**src/rtl/uart_pkg.sv**
```systemverilog
// Shared types and constants for the buffered UART transmitter.
package uart_pkg;

    typedef enum logic [2:0] {
        IDLE       = 3'd0,
        START_BIT  = 3'd1,
        DATA_BITS  = 3'd2,
        PARITY_BIT = 3'd3,
        STOP_BIT   = 3'd4
    } uart_tx_state_t;

    localparam int   UART_DATA_BITS  = 8;
    localparam logic UART_IDLE_LEVEL = 1'b1;

    // Clock cycles per serial bit, truncating.
    function automatic int uart_div(input int clk_hz, input int baud);
        return clk_hz / baud;
    endfunction

endpackage

```
**src/rtl/uart_tx_fifo.sv**
```systemverilog
// Byte FIFO with read-through head; pointers carry one extra wrap bit
// so that full and empty are distinguishable without a counter.
module uart_tx_fifo
    import uart_pkg::*;
#(
    parameter int DEPTH = 4,
    parameter int WIDTH = UART_DATA_BITS
) (
    input  logic             CLK,
    input  logic             RST_N,
    input  logic             push,
    input  logic             pop,
    input  logic [WIDTH-1:0] din,
    output logic [WIDTH-1:0] dout,
    output logic             full,
    output logic             empty
);

    localparam int AW = $clog2(DEPTH);

    logic [AW:0]      wptr;
    logic [AW:0]      rptr;
    logic [WIDTH-1:0] mem [DEPTH];
    logic             do_push;
    logic             do_pop;

    // A write while full is dropped even if a pop lands in the same cycle.
    assign do_push = push && !full;
    assign do_pop  = pop && !empty;

    always_ff @(posedge CLK or negedge RST_N) begin
        if (!RST_N) begin
            wptr <= '0;
            rptr <= '0;
        end else begin
            if (do_push) wptr <= wptr + 1'b1;
            if (do_pop)  rptr <= rptr + 1'b1;
        end
    end

    always_ff @(posedge CLK) begin
        if (do_push) mem[wptr[AW-1:0]] <= din;
    end

    assign dout  = mem[rptr[AW-1:0]];
    assign empty = (wptr == rptr);
    assign full  = (wptr[AW] != rptr[AW]) && (wptr[AW-1:0] == rptr[AW-1:0]);

endmodule

```
**src/rtl/uart_tx_buffered.sv**
```systemverilog
// Buffered 8N1 UART transmitter fed by single-cycle START strobes.
// Define UART_TX_PARITY_EN to insert an even parity bit (8E1 frames).
module uart_tx_buffered
    import uart_pkg::*;
#(
    parameter int CLK_HZ     = 50_000_000,
    parameter int BAUD       = 115200,
    parameter int FIFO_DEPTH = 4
) (
    input  logic       CLK,
    input  logic       RST_N,
    input  logic       START,
    input  logic [7:0] DATA,
    output logic       READY,
    output logic       BUSY,
    output logic       TX
);

    localparam int             DIV  = uart_div(CLK_HZ, BAUD);
    localparam int             TW   = (DIV > 2) ? $clog2(DIV) : 1;
    localparam logic [TW-1:0]  TMAX = TW'(DIV - 1);

    if (DIV < 2) begin : g_div_chk
        $error("uart_tx_buffered: CLK_HZ / BAUD must be at least 2");
    end
    if (FIFO_DEPTH < 2 || (FIFO_DEPTH & (FIFO_DEPTH - 1)) != 0) begin : g_depth_chk
        $error("uart_tx_buffered: FIFO_DEPTH must be a power of two >= 2");
    end

    uart_tx_state_t state;
    uart_tx_state_t state_n;
    logic [TW-1:0]  timer;
    logic [2:0]     bit_idx;
    logic [7:0]     shift;
    logic [7:0]     shift_n;
    logic [7:0]     head;
    logic           tx_q;
    logic           tx_d;
    logic           bit_end;
    logic           last_bit;
    logic           push;
    logic           pop;
    logic           full;
    logic           empty;
`ifdef UART_TX_PARITY_EN
    logic           par_q;
`endif

    assign bit_end  = (timer == TMAX);
    assign last_bit = (bit_idx == 3'(UART_DATA_BITS - 1));
    assign push     = START && READY;
    assign READY    = !full;
    assign BUSY     = (state != IDLE) || !empty;
    assign TX       = tx_q;

    uart_tx_fifo #(
        .DEPTH (FIFO_DEPTH),
        .WIDTH (UART_DATA_BITS)
    ) u_fifo (
        .CLK   (CLK),
        .RST_N (RST_N),
        .push  (push),
        .pop   (pop),
        .din   (DATA),
        .dout  (head),
        .full  (full),
        .empty (empty)
    );

    always_ff @(posedge CLK or negedge RST_N) begin
        if (!RST_N) state <= IDLE;
        else        state <= state_n;
    end

    always_comb begin
        state_n = state;
        case (state)
            IDLE:       if (!empty) state_n = START_BIT;
            START_BIT:  if (bit_end) state_n = DATA_BITS;
            DATA_BITS:
                if (bit_end && last_bit) begin
`ifdef UART_TX_PARITY_EN
                    state_n = PARITY_BIT;
`else
                    state_n = STOP_BIT;
`endif
                end
            PARITY_BIT: if (bit_end) state_n = STOP_BIT;
            // Chain straight into the next start bit to keep frames gapless.
            STOP_BIT:   if (bit_end) state_n = empty ? IDLE : START_BIT;
            default:    state_n = IDLE;
        endcase
    end

    // TX is registered from the upcoming state so the line changes on the
    // same edge as the state it represents.
    always_comb begin
        pop     = !empty && ((state == IDLE) || (state == STOP_BIT && bit_end));
        shift_n = shift;
        if (pop)
            shift_n = head;
        else if (state == DATA_BITS && bit_end)
            shift_n = shift >> 1;

        case (state_n)
            START_BIT:  tx_d = 1'b0;
            DATA_BITS:  tx_d = shift_n[0];
`ifdef UART_TX_PARITY_EN
            PARITY_BIT: tx_d = par_q;
`endif
            default:    tx_d = UART_IDLE_LEVEL;
        endcase
    end

    always_ff @(posedge CLK or negedge RST_N) begin
        if (!RST_N) begin
            timer   <= '0;
            bit_idx <= '0;
            shift   <= '0;
            tx_q    <= UART_IDLE_LEVEL;
        end else begin
            shift <= shift_n;
            tx_q  <= tx_d;
            if (state == IDLE || pop || bit_end) timer <= '0;
            else                                 timer <= timer + 1'b1;
            if (state != DATA_BITS) bit_idx <= '0;
            else if (bit_end)       bit_idx <= bit_idx + 1'b1;
        end
    end

`ifdef UART_TX_PARITY_EN
    always_ff @(posedge CLK or negedge RST_N) begin
        if (!RST_N)   par_q <= 1'b0;
        else if (pop) par_q <= ^head;
    end
`endif

endmodule

```
**config.mk**
```make
export PLATFORM = sky130hd
export DESIGN_NAME = uart_tx_buffered
export DESIGN_NICKNAME = d
export VERILOG_FILES = /design/src/rtl/uart_pkg.sv /design/src/rtl/uart_tx_fifo.sv /design/src/rtl/uart_tx_buffered.sv
export SDC_FILE = /design/constraint.sdc
export NUM_CORES = 1
export LEC_CHECK = 0
export CAP_MARGIN = 10
export CORE_ASPECT_RATIO = 1.5
export CORE_UTILIZATION = 59
export DETAILED_ROUTE_END_ITERATION = 12
export PLACE_DENSITY = 0.78
export RECOVER_POWER = 50
export SYNTH_ARGS = -nofsm -noshare
export SYNTH_HDL_FRONTEND = slang
export SYNTH_SLANG_ARGS = --single-unit
```
**constraint.sdc**
```tcl
create_clock -name CLK -period 2.5 [get_ports CLK]
set_input_delay 0.25 -clock CLK [delete_from_list [all_inputs] [get_ports CLK]]
set_output_delay 0.25 -clock CLK [all_outputs]
set_load 0.1 [all_outputs]
```
==> results of run 1 <==
layout make-up:
cell class                 instances  area [µm²]  share of cell area, %
timing repair buffer              17         170                   5.37
inverter                           4        15.0                  0.474
multi-input combinational        114         990                   31.2
clock buffer                       9         124                   3.91
sequential                        62        1710                   54.0
tap                               48        60.1                   1.89
clock inverter                     7        98.8                   3.12
cells by family after synthesis:
kind of cell / after synthesis / share of synthesized area, %
flops: 62 / 62.1
simple gates: 58 / 12.7
compound gates: 23 / 7.26
xor+xnor: 15 / 4.76
mux: 9 / 7.03
fa+ha+maj: 9 / 4.08
buf+inv: 8 / 2.04
metrics by stage:
stage,area [µm²],setup slack (ns),power (mW),hold slack [ns]
finish,3170,0.222,3.64,0.345
global route,3170,0.128,3.82,0.388
CTS,3180,0.208,3.68,0.276
detailed placement,2960,0.392,2.72,0.484
global placement,2960,0.503,2.61,0.481
floorplan,2760,0.471,2.38,-0.0456
Yosys cell counts (2+ instances only):
cell	instances
edfxtp_1	32
and2_1	11
o21ai_0	3
nand4_1	4
buf_6	3
mux4_2	7
dfrtp_1	29
nand2_1	12
a221o_1	6
a21oi_1	5
ha_1	9
xnor2_1	5
o22ai_1	2
inv_1	4
xor2_1	10
nor2_1	16
routing by layer:
layer  vias up  share of wire, %  wire length [µm]
li1        726                 -                 -
met2        44                56              2810
met4         0               4.9               242
met5         -                 0                 0
met1       823                35              1760
met3        19               3.2               160
worst reg2reg max path: stages (launching register included):
cell	delay (ns)
dfrtp_1	0.43
xor2_1	0.32
nor2_1	0.13
a21boi_1	0.37
and2_1	0.51
flip-flops by register name (all words and copies together) (netlist names):
register / count
u_fifo.mem: 32
timer: 9
shift: 8
bit_idx: 3
state: 3
u_fifo.rptr: 3
u_fifo.wptr: 3
TX: 1
where the power goes:
part | switching, mW | internal (mW) | total (mW)
clock | 0.402 | 0.563 | 0.966
combinational | 0.632 | 0.469 | 1.10
sequential | 0.197 | 1.38 | 1.58
worst paths after layout:
check	endpoint	depth (start not counted)
min reg2reg	u_fifo.wptr[2]	1
min in group CLK	u_fifo.wptr[2]	1
max reg2reg	u_fifo.mem[3][5]	4
min	shift[0]	1
max in group asynchronous	shift[3]	2
max	BUSY	4
==> flow_summary.json, run 1 <==
{
  "synth-edff-count": 32,
  "holdCritPathClass": "primary input to asynchronous set/reset pin",
  "firstDrtPassIters": 4,
  "ys_warn_count": 0,
  "synth.area.top_cells": "edfxtp_1 (35%), dfrtp_1 (26%), mux4_2 (5.7%)",
  "ys_seq_area_share_pct": 62.1,
  "period_needed_ns": 2.28,
  "crit_family": "simple AND/OR/NAND/NOR gates",
  "synth_fp_nets": 204,
  "dp_cells": 245,
  "crit_chain": "xor2_1, nor2_1, or4b_2, buf_12",
  "num_vias": 1612,
  "synth_area_per_cell_um2": 15.0,
  "layout_common_cells": "edfxtp_1 (32), dfrtp_1 (29), nor2_1 (16)",
  "numClockSinks": 62,
  "die_w_um": 57.8,
  "boundaryPins": 14,
  "dp_hpwl_mm": 3.62,
  "worstPathArrival_ns": 2.03,
  "rrSetupSlack_ns": 0.38,
  "ir_drop_mv": 0.845,
  "fmax_mhz": 439,
  "grt_max_degree": 19,
  "maxCapViolations": 0,
  "die_h_um": 85.8,
  "post-route-period-util_pct": 91.1,
  "cts_root_buffer": "clkbuf_8",
  "cts_hold_buf": 0,
  "crit_buf_inv": 1,
  "setup_viol": 0,
  "critPathMaxFanout": 4,
  "core_mm2": 0.00450,
  "cp.required_ns": 2.25,
  "clk_pin_slew_ns": 0.07,
  "final_core_util_pct": 70.4,
  "synthArstFlopShare_pct": 48.4,
  "worstMarginPinSlew_ns": 1.16,
  "track_usage_pct": 23.3,
  "grt_pass1_vias": 1706,
  "crit_start": "u_fifo.wptr[1]",
  "worst_setup_path_start_kind": "flip-flop",
  "worstSkewPairLatency_ns": 0.34,
  "ys_seq_elements": 62,
  "slew_headroom_pct": 22.8,
  "fillCellCount": 308,
  "path_class": "flip-flop to output pin",
  "grt_pass1_wl_mm": 8.11,
  "fin_tns_setup_ns": 0,
  "regToRegStartpoint": "u_fifo.wptr[1]",
  "wl_per_cell_um": 19.0,
  "layoutNonFillerInstCount": 261,
  "syn_area_mm2": 0.00276,
  "synthFlopType": "edfxtp_1",
  "drtIter0Drc": 59,
  "clockBufferDepth": 2,
  "rsz0062_at_grt": "no",
  "p_leak_nw": 1.29,
  "synthCells": 184,
  "drc": 0,
  "drv_slew": 0,
  "nets": 228,
  "hold_viol": 0,
  "synth_top_cell_area_share_pct": 34.8,
  "port_buffers": 13,
  "drive_above_1_share_pct": 18.8,
  "status": "completed",
  "met2_usage_pct": 41.2,
  "area_growth_pct": 14.9,
  "viasPerCell": 6.18,
  "crit_slowest_cell": "or4b_2",
  "post_cts_resized": 0,
  "grt_util_met3_pct": 4.37,
  "cts_setup_buffers": 0,
  "gp_congestion": 0.851,
  "power.density_mw_per_mm2": 1150,
  "antenna_found_initial": 0,
  "cts_tree": "built",
  "cp-end-kind": "output pin",
  "top_usage_layer": "met2",
  "final_common_cell": "edfxtp_1",
  "fin_skew_ns": 0.00663,
  "initial_core_util_pct": 61.3,
  "cts-buffers-inserted": 9,
  "grt_use_met1_pct": 23.6,
  "yosysUniqueCellTypes": 42,
  "synth_top_area_cell": "edfxtp_1",
  "cts_max_level": 3,
  "diodes": 0,
  "critPathMaxStageDelay_ns": 0.65,
  "wirelength_mm": 4.97,
  "rows": 30,
  "die-area_mm2": 0.00496,
  "antenna_left": 0,
  "grt_overflow_total": 0
}
Note: power is estimated with default switching activity, not from simulation.
==> inputs of run 2 (changes only) <==
clock period = 2.3 ns   (was 2.5 ns; I/O delays follow)
==> flow_summary.json, run 2 (synthesis gave the netlist of run 1 again) <==
{
  "boundaryPins": 14,
  "timing.rr.end": "u_fifo.mem[3][2]",
  "drc": 0,
  "setup_viol": 0,
  "nets": 229,
  "track_usage_pct": 22.5,
  "drv_slew": 0,
  "period_needed_ns": 2.11,
  "hold_viol": 0,
  "drtIter0Drc": 70,
  "layoutNonFillerInstCount": 262,
  "grt_max_degree": 19,
  "grt_pass1_vias": 1738,
  "num_vias": 1550,
  "endpoint": "u_fifo.mem[3][2]",
  "crit_slowest_cell": "and2_1",
  "clk_pin_slew_ns": 0.07,
  "grt_pass1_wl_mm": 8.00,
  "regArea_mm2": 0.00172,
  "rrSetupSlack_ns": 0.19,
  "status": "completed",
  "regToRegStartpoint": "u_fifo.wptr[1]",
  "firstDrtPassIters": 4,
  "path_class": "flip-flop to flip-flop",
  "numClockSinks": 62,
  "dp_hpwl_mm": 3.27,
  "slew_headroom_pct": 23.1,
  "worstSkewPairLatency_ns": 0.33,
  "maxCapViolations": 0,
  "multiInputGateArea_um2": 996,
  "critPathMaxStageDelay_ns": 0.50,
  "dp_cells": 245,
  "wirelength_mm": 4.66,
  "final_common_cell": "edfxtp_1",
  "fmax_mhz": 475,
  "crit_start": "u_fifo.wptr[1]",
  "rsz0062_at_grt": "no",
  "initial_core_util_pct": 61.3,
  "largest_reg_flops": 32,
  "cts_root_buffer": "clkbuf_8",
  "area_growth_pct": 15.5,
  "diodes": 0,
  "cts_max_level": 3,
  "antenna_found_initial": 0,
  "worst_setup_path_start_kind": "flip-flop",
  "reg2regPathDepth": 4,
  "cp-end-kind": "flip-flop",
  "port_buffers": 13,
  "cts-buffers-inserted": 9,
  "core_mm2": 0.00450,
  "fillCellCount": 324,
  "rows": 30,
  "antenna_left": 0,
  "ir_drop_mv": 0.879,
  "holdCritPathClass": "primary input to asynchronous set/reset pin",
  "layout_common_cells": "edfxtp_1 (32), dfrtp_1 (27), nor2_1 (15)",
  "p_leak_nw": 1.29,
  "cts_hold_buf": 0,
  "cts_tree": "built",
  "viasPerCell": 5.92,
  "die_h_um": 85.8,
  "post-route-period-util_pct": 91.5,
  "gp_congestion": 0.787,
  "crit_chain": "xor2_1, nor2_2, a21boi_1, and2_1",
  "fin_tns_setup_ns": 0,
  "power.density_mw_per_mm2": 1240,
  "die-area_mm2": 0.00496,
  "grt_overflow_total": 0,
  "worstPathArrival_ns": 2.08,
  "drive_above_1_share_pct": 20.6,
  "die_w_um": 57.8,
  "worstMarginPinSlew_ns": 1.16,
  "cp.required_ns": 2.28,
  "wl_per_cell_um": 17.8,
  "clockBufferDepth": 2,
  "fin_skew_ns": 0.00621,
  "critPathMaxFanout": 9
}
run 2: cell count changes in the layout (fill, tap and decap cells not counted):
cell and change:
buf_4 +1, clkinv_4 -2, clkinvlp_4 +1, dfrtp_1 -2, dfrtp_2 +2, inv_6 +1, nor2_1 -1, nor2_2 +1
or4b_2 -1, or4b_4 +1
run 2: repair_timing:
| item | CTS | global route |
|---|---|---|
| buffers inserted | 0 | 1 |
| setup endpoints to repair | 0 | 1 |
| gates resized for setup | 0 | 4 |
run 2: worst min-delay path by stage:
stage	startpoint	endpoint	slack, ns	depth (start not counted)
after floorplan	RST_N	bit_idx[0]	-0.07	0
after global placement	u_fifo.wptr[2]	u_fifo.wptr[2]	0.48	1
after detailed placement	u_fifo.wptr[2]	u_fifo.wptr[2]	0.49	1
after CTS	RST_N	u_fifo.wptr[0]	0.27	1
after global routing	RST_N	u_fifo.wptr[0]	0.36	1
final	RST_N	shift[7]	0.33	1
run 2: metal layers:
layer	part of all wire (%)	track usage [%]	up-vias	routed length, µm
li1	-	-	725	-
met1	37	23.7	785	1700
met2	58	39.8	28	2710
met3	2.9	5.88	12	137
met4	2.4	12.6	0	112
met5	0	0	-	0
run 2: area by class of cell:
cell class | instances | area share, %
clock buffers | 9 | 3.89
clock inverters | 7 | 3.06
inverters | 4 | 0.471
multi-input cells | 114 | 31.3
flip-flops and latches | 62 | 53.8
well taps | 48 | 1.89
repair buffers | 18 | 5.58
run 2: critical path: cells and delay by family (launching register included):
family | cells | cell delay [ns]
XOR/XNOR | 1 | 0.35
AO/OA/AOI/OAI | 1 | 0.39
AND/OR/NAND/NOR | 2 | 0.58
flip-flops | 1 | 0.44
run 2: per-stage QoR:
| step | cell area (µm²) | hold slack [ns] | setup WS (ns) | power (mW) | utilization (%) |
|---|---|---|---|---|---|
| 2_1_floorplan | 2760 | -0.0656 | 0.291 | 2.58 | - |
| 3_3_place_gp | 2960 | 0.479 | 0.257 | 2.84 | 65.6 |
| 3_5_place_dp | 2960 | 0.486 | 0.165 | 2.91 | 65.6 |
| 4_1_cts | 3180 | 0.265 | 0.0391 | 3.97 | 70.5 |
| 5_1_grt | 3190 | 0.363 | 0.0680 | 4.17 | 70.7 |
| 6_report | 3190 | 0.333 | 0.195 | 3.94 | 70.7 |
run 2: power by group:
group / switching (mW) / total (mW) / internal [mW]
sequential: 0.191 / 1.69 / 1.50
clock: 0.431 / 1.04 / 0.613
combinational: 0.683 / 1.21 / 0.523
==> inputs of run 3 (changes only) <==
RECOVER_POWER = 100   (was 50)
SKIP_LAST_GASP = 1   (was not set)
==> flow_summary.json, run 3 (synthesis gave the netlist of run 1 again) <==
{
  "cp-end-kind": "flip-flop",
  "post-route-period-util_pct": 91.9,
  "hold_viol": 0,
  "dp_cells": 245,
  "crit_start": "u_fifo.wptr[1]",
  "clockBufferDepth": 2,
  "core_mm2": 0.00450,
  "worst_setup_path_start_kind": "flip-flop",
  "fin_skew_ns": 0.00630,
  "antenna_left": 0,
  "largest_reg_flops": 32,
  "regToRegStartpoint": "u_fifo.wptr[1]",
  "firstDrtPassIters": 4,
  "boundaryPins": 14,
  "viasPerCell": 5.97,
  "nets": 229,
  "power.density_mw_per_mm2": 1230,
  "grt_max_degree": 19,
  "p_switching_mw": 1.30,
  "critPathMaxFanout": 9,
  "period_needed_ns": 2.11,
  "reg2regPathDepth": 4,
  "die_w_um": 57.8,
  "setup_viol": 0,
  "p_sw_share_pct": 33.4,
  "dp_hpwl_mm": 3.27,
  "crit_family": "simple AND/OR/NAND/NOR gates",
  "wirelength_mm": 4.68,
  "fillCellCount": 328,
  "num_vias": 1563,
  "holdCritPathClass": "primary input to asynchronous set/reset pin",
  "drv_slew": 0,
  "crit_chain": "xor2_1, nor2_2, a21boi_1, and2_1",
  "layoutNonFillerInstCount": 262,
  "layout_common_cells": "edfxtp_1 (32), dfrtp_1 (28), nor2_1 (16)",
  "grt_pass1_vias": 1738,
  "crit_buf_inv": 0,
  "cts_tree": "built",
  "worstSkewPairLatency_ns": 0.33,
  "rsz0062_at_grt": "no",
  "antenna_found_initial": 0,
  "power_mw": 3.89,
  "die_h_um": 85.8,
  "die-area_mm2": 0.00496,
  "drtIter0Drc": 64,
  "power.share.combinational_pct": 29.6,
  "crit_slowest_cell": "and2_1",
  "worstPathArrival_ns": 2.09,
  "drive_above_1_share_pct": 19.2,
  "ir_drop_mv": 0.830,
  "rrSetupSlack_ns": 0.19,
  "cts_max_level": 3,
  "status": "completed",
  "pwr-share-clk_pct": 26.9,
  "cts_root_buffer": "clkbuf_8",
  "rows": 30,
  "path_class": "flip-flop to flip-flop",
  "cts-buffers-inserted": 9,
  "worstMarginPinSlew_ns": 1.16,
  "endpoint": "u_fifo.mem[3][2]",
  "cts_hold_buf": 0,
  "wl_per_cell_um": 17.8,
  "port_buffers": 13,
  "clk_pin_slew_ns": 0.07,
  "area_growth_pct": 14.3,
  "fin_tns_setup_ns": 0,
  "initial_core_util_pct": 61.3,
  "critPathMaxStageDelay_ns": 0.50,
  "fmax_mhz": 473,
  "track_usage_pct": 22.5,
  "p_int_mw": 2.59,
  "numClockSinks": 62,
  "final_common_cell": "edfxtp_1",
  "cp.depth": 4,
  "drc": 0,
  "cp.required_ns": 2.28,
  "grt_overflow_total": 0,
  "timing.rr.end": "u_fifo.mem[3][2]",
  "slew_headroom_pct": 23.1,
  "diodes": 0,
  "maxCapViolations": 0,
  "gp_congestion": 0.787,
  "p_seq_share_pct": 43.5,
  "grt_pass1_wl_mm": 8.00,
  "p_leak_nw": 1.28
}
## run 3: per-layer routing
metal | track usage, % | wire (µm) | vias to the layer above | part of all wire, %
met1 | 23.7 | 1690 | 786 | 36
li1 | - | - | 725 | -
met2 | 39.8 | 2710 | 40 | 58
met3 | 5.88 | 166 | 12 | 3.6
met4 | 12.6 | 112 | 0 | 2.4
met5 | 0 | 0 | - | 0
## run 3: power by group through the flow
stage	Combinational (mW)	Sequential, mW	Clock, mW
after floorplan	0.887	1.69	0
after global placement	1.15	1.69	0
after detailed placement	1.19	1.72	0
after CTS	1.20	1.70	1.07
after global routing	1.28	1.72	1.11
final	1.15	1.69	1.04
## run 3: metrics by stage
step	hold slack [ns]	instance area [µm²]	setup slack, ns	utilization (%)
after global routing	0.363	3150	0.0490	70.0
after detailed placement	0.486	2960	0.165	65.6
after CTS	0.265	3180	0.0391	70.5
final	0.334	3150	0.186	70.0
after global placement	0.479	2960	0.257	65.6
after floorplan	-0.0656	2760	0.291	-
## run 3: final cells by class
type	count	area [µm²]	area share [%]
Tap cell	48	60.1	1.90
Timing Repair Buffer	18	163	5.16
Sequential cell	62	1710	54.4
Clock inverter	7	97.6	3.10
Clock buffer	9	124	3.93
Multi-Input combinational cell	114	980	31.1
Inverter	4	15.0	0.476
## run 3: timing repair
| action | in CTS | in global routing |
|---|---|---|
| setup buffers | 0 | 1 |
| hold endpoints to repair | 0 | 0 |
| resized for setup | 0 | 4 |
| endpoints found under the setup margin | 0 | 1 |
## run 3: worst reg2reg max path, delay by kind of cell, from the launching register on
kind | cells | cell delay [ns]
simple gates | 2 | 0.58
flops | 1 | 0.44
compound gates | 1 | 0.39
xor+xnor | 1 | 0.36
## run 3: worst min-delay path by stage
stage               slack (ns)           start        endpoint  cells after the start
global placement          0.48  u_fifo.wptr[2]  u_fifo.wptr[2]                      1
CTS                       0.27           RST_N  u_fifo.wptr[0]                      1
detailed placement        0.49  u_fifo.wptr[2]  u_fifo.wptr[2]                      1
finish                    0.33           RST_N        shift[7]                      1
global route              0.36           RST_N  u_fifo.wptr[0]                      1
floorplan                -0.07           RST_N      bit_idx[0]                      0
